**src/rtl/logic_gates_pkg.sv**
```systemverilog
// Shared definitions for the two-input gate unit self-test.
// State encoding, vector/gate counts and response bit positions.
package logic_gates_pkg;

  typedef enum logic [1:0] {
    S_IDLE,
    S_SETTLE,
    S_CHECK,
    S_DONE
  } state_e;

  localparam int NUM_VECTORS = 4;
  localparam int NUM_GATES   = 6;

  localparam int GATE_AND  = 0;
  localparam int GATE_OR   = 1;
  localparam int GATE_XOR  = 2;
  localparam int GATE_NAND = 3;
  localparam int GATE_NOR  = 4;
  localparam int GATE_XNOR = 5;

endpackage

```
**src/rtl/logic_gates_golden.sv**
```systemverilog
// Golden response of the gate unit for one {A,B} vector.
// Bit positions follow the GATE_* constants.
import logic_gates_pkg::*;

module logic_gates_golden (
  input  logic [1:0]           vec_i,
  output logic [NUM_GATES-1:0] exp_o
);

  logic a;
  logic b;

  assign a = vec_i[1];
  assign b = vec_i[0];

  always_comb begin
    exp_o            = '0;
    exp_o[GATE_AND]  = a & b;
    exp_o[GATE_OR]   = a | b;
    exp_o[GATE_XOR]  = a ^ b;
    exp_o[GATE_NAND] = ~(a & b);
    exp_o[GATE_NOR]  = ~(a | b);
    exp_o[GATE_XNOR] = ~(a ^ b);
  end

endmodule

```
**src/rtl/logic_gates_bist.sv**
```systemverilog
// Self-test controller: walks {A,B} through 00..11, compares the
// six gate outputs to the golden model and latches failures.
import logic_gates_pkg::*;

module logic_gates_bist #(
  parameter int SETTLE_CYCLES = 1
) (
  input  logic                   clk,
  input  logic                   rst,
  input  logic                   start,
  output logic                   a_out,
  output logic                   b_out,
  input  logic                   and_in,
  input  logic                   or_in,
  input  logic                   xor_in,
  input  logic                   nand_in,
  input  logic                   nor_in,
  input  logic                   xnor_in,
  output logic                   busy,
  output logic                   done,
  output logic                   pass,
  output logic [NUM_VECTORS-1:0] fail_vec,
  output logic [NUM_GATES-1:0]   fail_mask,
  output logic [2:0]             err_count
);

  localparam logic [3:0] CNT_LOAD = 4'(SETTLE_CYCLES - 1);

  state_e                 state_q;
  logic [1:0]             vec_q;
  logic [1:0]             vec_d;
  logic [3:0]             cnt_q;
  logic                   busy_q;
  logic                   done_q;
  logic                   pass_q;
  logic [NUM_VECTORS-1:0] fail_vec_q;
  logic [NUM_GATES-1:0]   fail_mask_q;
  logic [NUM_GATES-1:0]   fail_mask_d;
  logic [2:0]             err_q;

  logic [NUM_GATES-1:0]   resp;
  logic [NUM_GATES-1:0]   expd;
  logic [NUM_GATES-1:0]   diff;

  logic_gates_golden u_golden (
    .vec_i (vec_q),
    .exp_o (expd)
  );

  assign resp = {xnor_in, nor_in, nand_in,
                 xor_in, or_in, and_in};
  assign diff        = resp ^ expd;
  assign fail_mask_d = fail_mask_q | diff;
  assign vec_d       = vec_q + 2'd1;

  always_ff @(posedge clk) begin
    if (rst) begin
      state_q     <= S_IDLE;
      vec_q       <= 2'd0;
      cnt_q       <= 4'd0;
      busy_q      <= 1'b0;
      done_q      <= 1'b0;
      pass_q      <= 1'b0;
      fail_vec_q  <= '0;
      fail_mask_q <= '0;
      err_q       <= 3'd0;
    end else begin
      unique case (state_q)
        S_IDLE, S_DONE: begin
          if (start) begin
            state_q     <= S_SETTLE;
            vec_q       <= 2'd0;
            cnt_q       <= CNT_LOAD;
            busy_q      <= 1'b1;
            done_q      <= 1'b0;
            pass_q      <= 1'b0;
            fail_vec_q  <= '0;
            fail_mask_q <= '0;
            err_q       <= 3'd0;
          end
        end
        S_SETTLE: begin
          if (cnt_q == 4'd0) begin
            state_q <= S_CHECK;
          end else begin
            cnt_q <= cnt_q - 4'd1;
          end
        end
        S_CHECK: begin
          fail_mask_q <= fail_mask_d;
          if (|diff) begin
            fail_vec_q[vec_q] <= 1'b1;
            err_q             <= err_q + 3'd1;
          end
          if (vec_q != 2'd3) begin
            state_q <= S_SETTLE;
            vec_q   <= vec_d;
            cnt_q   <= CNT_LOAD;
          end else begin
            // Last vector: verdict must include this cycle's diff.
            state_q <= S_DONE;
            busy_q  <= 1'b0;
            done_q  <= 1'b1;
            pass_q  <= ~|fail_mask_d;
          end
        end
        default: state_q <= S_IDLE;
      endcase
    end
  end

  assign {a_out, b_out} = vec_q;
  assign busy           = busy_q;
  assign done           = done_q;
  assign pass           = pass_q;
  assign fail_vec       = fail_vec_q;
  assign fail_mask      = fail_mask_q;
  assign err_count      = err_q;

endmodule

```
**config.mk**
```make
export PLATFORM = sky130hd
export DESIGN_NAME = logic_gates_bist
export DESIGN_NICKNAME = d
export VERILOG_FILES = /design/src/rtl/logic_gates_pkg.sv /design/src/rtl/logic_gates_golden.sv /design/src/rtl/logic_gates_bist.sv
export SDC_FILE = /design/constraint.sdc
export NUM_CORES = 1
export LEC_CHECK = 0
export ABC_AREA = 1
export ABC_CLOCK_PERIOD_IN_PS = 4390
export CORE_MARGIN = 2
export CORE_UTILIZATION = 55
export DETAILED_ROUTE_END_ITERATION = 16
export HOLD_SLACK_MARGIN = 0.06
export PLACE_DENSITY = 0.92
export SETUP_SLACK_MARGIN = 0.5
export SYNTH_ARGS = -nofsm -noshare
export SYNTH_HDL_FRONTEND = slang
export SYNTH_HIERARCHICAL = 1
export SYNTH_SLANG_ARGS = --single-unit
```
**constraint.sdc**
```tcl
create_clock -name clk -period 4.39 [get_ports clk]
set_clock_uncertainty 0.05 [all_clocks]
set_input_delay 1.0975 -clock clk [delete_from_list [all_inputs] [get_ports clk]]
set_output_delay 1.0975 -clock clk [all_outputs]
set_load 0.01 [all_outputs]
```
==> qor.txt <==
Status: completed
Overall global routing resource usage: 0.194
Top cell type's share of synthesized area: 0.341
Final WS setup: 1.83 ns
Slew HR: 0.676
Post-CTS sizing: 0
Tcrit/Tclk final: 0.584
Routability cong.: 0.803
# IOs: 27
Grt total ovfl: 0
# clock sinks: 24
RSZ-0062 raised after global routing: false
Mapped Area: 0.00141 sq mm
Leading area contributor after synthesis: dfxtp_1
Clk_lat worst skew: 0.31 ns
Clock root buffer: clkbuf_4
Die height: 54.6 microns
Core area: 0.00245 sq mm
Final #Nets: 254
Iteration-0 DRC Markers: 43
Critical Path Sink Type: output pin
Setup TNS: 0 ns
Vias/cell: 4.98
Placed inst area: 0.00168 sq mm
Number of global-route vias before repair: 1,013
Fraction of the yosys area taken by sequential cells: 0.341
Critical Path Fanout Max: 8
Buf/Inv on CP: 1
Hold Path Class: reg -> reg
Clock slew at reported path FFs: 0.13 ns
Max_cap viols: 0
Crit-path cells: clkdlybuf4s50_1
CTS Buffer Depth: 2
Depth of the CTS H-tree: 1
Share of cells above drive strength 1: 0.0522
CTS Buf Count: 3
Via count: 1,295
Finish-stage setup viols: 0
Initial antenna violation count: 0
Netlist cell types: 21
DRC: 0
Port Buf Inserts: 26
Final Cell Area: 0.00172 sq mm
Placement Setup Slack: 1.77 ns
CTS tree: done
Routed Antenna Nets: 0
Slew Limit Fails: 0
Largest net degree at the start of global routing: 15
CP required: 3.24 ns
Drt wl/cell: 10.4 microns
Crit-path slowest cell: clkdlybuf4s50_1
Die Footprint: 0.00298 sq mm
Starting Density: 0.573
Commonest non-fill, non-tap cell in the layout: nand2_1
Crit start category: register
Slowest stage delay, CP: 0.60 ns
P&R area growth vs syn: 22.0%
Post-CTS Setup Bufs: 0
Drt pass-1 iters: 4
Leak: 0.772 nW
# hold bufs at CTS: 0
# diodes: 0
Final Hold Fails: 0
Critical path's top delay family: buffers and inverters
Slew @ Worst Pin: 0.484 ns
Net count after synthesis: 225
Synth top area cells: dfxtp_1 (34%), ha_1 (12%), nand2_1 (12%)
WP data arrival: 1.42 ns
Peak VDD IR: 347 uV
Period minus WS final: 2.56 ns
Cell count after synthesis: 202
Num rows: 18
Chip Width: 54.6 microns
Avg Synthesized Cell Area: 6.97 sq um
Setup Crit Path Kind: reg -> out
Commonest non-fill, non-tap cells in the layout: nand2_1 (45), inv_1 (40), clkdlybuf4s50_1 (26)
Maximum clock frequency: 390 MHz
First-pass GRT wire length: 4.21 mm
HPWL after DPL: 2.15 mm
Flop and latch count out of synthesis: 24
Power density cells: 428 mW/mm^2
Overall power: 0.000735 W
Synth warn: 6
WL final: 2.70 mm
## layer usage
metal  global-route usage  wire, microns
met1                0.257           1270
met2                0.315           1270
met3               0.0355            110
met4               0.0667             51
met5                    0              0
## logic make-up after synthesis
group | count (synthesis) | share of synthesized area
AOI/OAI and AO/OA | 32 | 0.125
xor gates and xnor gates | 2 | 0.0124
adders and majority gates | 14 | 0.124
buffers and inverters | 44 | 0.129
DFF | 24 | 0.341
and+or+nand+nor | 86 | 0.268
## cell usage after synthesis (all sizes together)
| master | instances |
|---|---|
| nand2 | 48 |
| inv | 42 |
| dfxtp | 24 |
| a21oi | 20 |
| nor2 | 20 |
| ha | 14 |
| nand3 | 14 |
| o21ai | 10 |
| a22oi | 2 |
| nor3 | 2 |
| buf | 1 |
| clkbuf | 1 |
| nand4 | 1 |
| nor3b | 1 |
| xnor2 | 1 |
| xor2 | 1 |
## stage by stage
stage | util | hold slack, ns | std cells
2_1_floorplan | - | 0.407 | 202
3_5_place_dp | 0.685 | 0.393 | 256
6_report | 0.700 | 0.408 | 260
5_1_grt | 0.700 | 0.432 | 260
3_3_place_gp | 0.685 | 0.391 | 256
4_1_cts | 0.700 | 0.412 | 260
## worst paths after layout
path / slack, ns / start / to / cells past startpoint
setup reg to reg: 2.46 / vec_q[0]$_SDFFE_PP0P_ / err_count[2]$_SDFFE_PP0P_ / 8
hold reg to reg: 0.41 / fail_vec[3]$_SDFFE_PP0P_ / fail_vec[3]$_SDFFE_PP0P_ / 2
hold / removal: 0.41 / fail_vec[3]$_SDFFE_PP0P_ / fail_vec[3]$_SDFFE_PP0P_ / 2
setup / recovery: 1.83 / vec_q[1]$_SDFFE_PP0P_ / a_out / 1
## power by group
part / internal [W] / switching (W)
Sequential: 0.000257 / 0.0000283
Combinational: 0.000131 / 0.000204
Clock: 0.0000507 / 0.0000630
## sequential cells by signal, summed over array words and instances, names as in the netlist
name / count
busy: 1
cnt_q: 4
done: 1
err_count: 3
fail_mask: 6
fail_vec: 4
pass: 1
state_q: 2
vec_q: 2
## cell type report
class	count	area, sq um
Timing Repair Buffer	26	260
Clock buffer	4	36.3
Fill cell	197	737
Sequential cell	24	480
Tap cell	30	37.5
Inverter	42	158
Multi-Input combinational cell	134	746
Note: power is estimated with default switching activity, not from simulation.
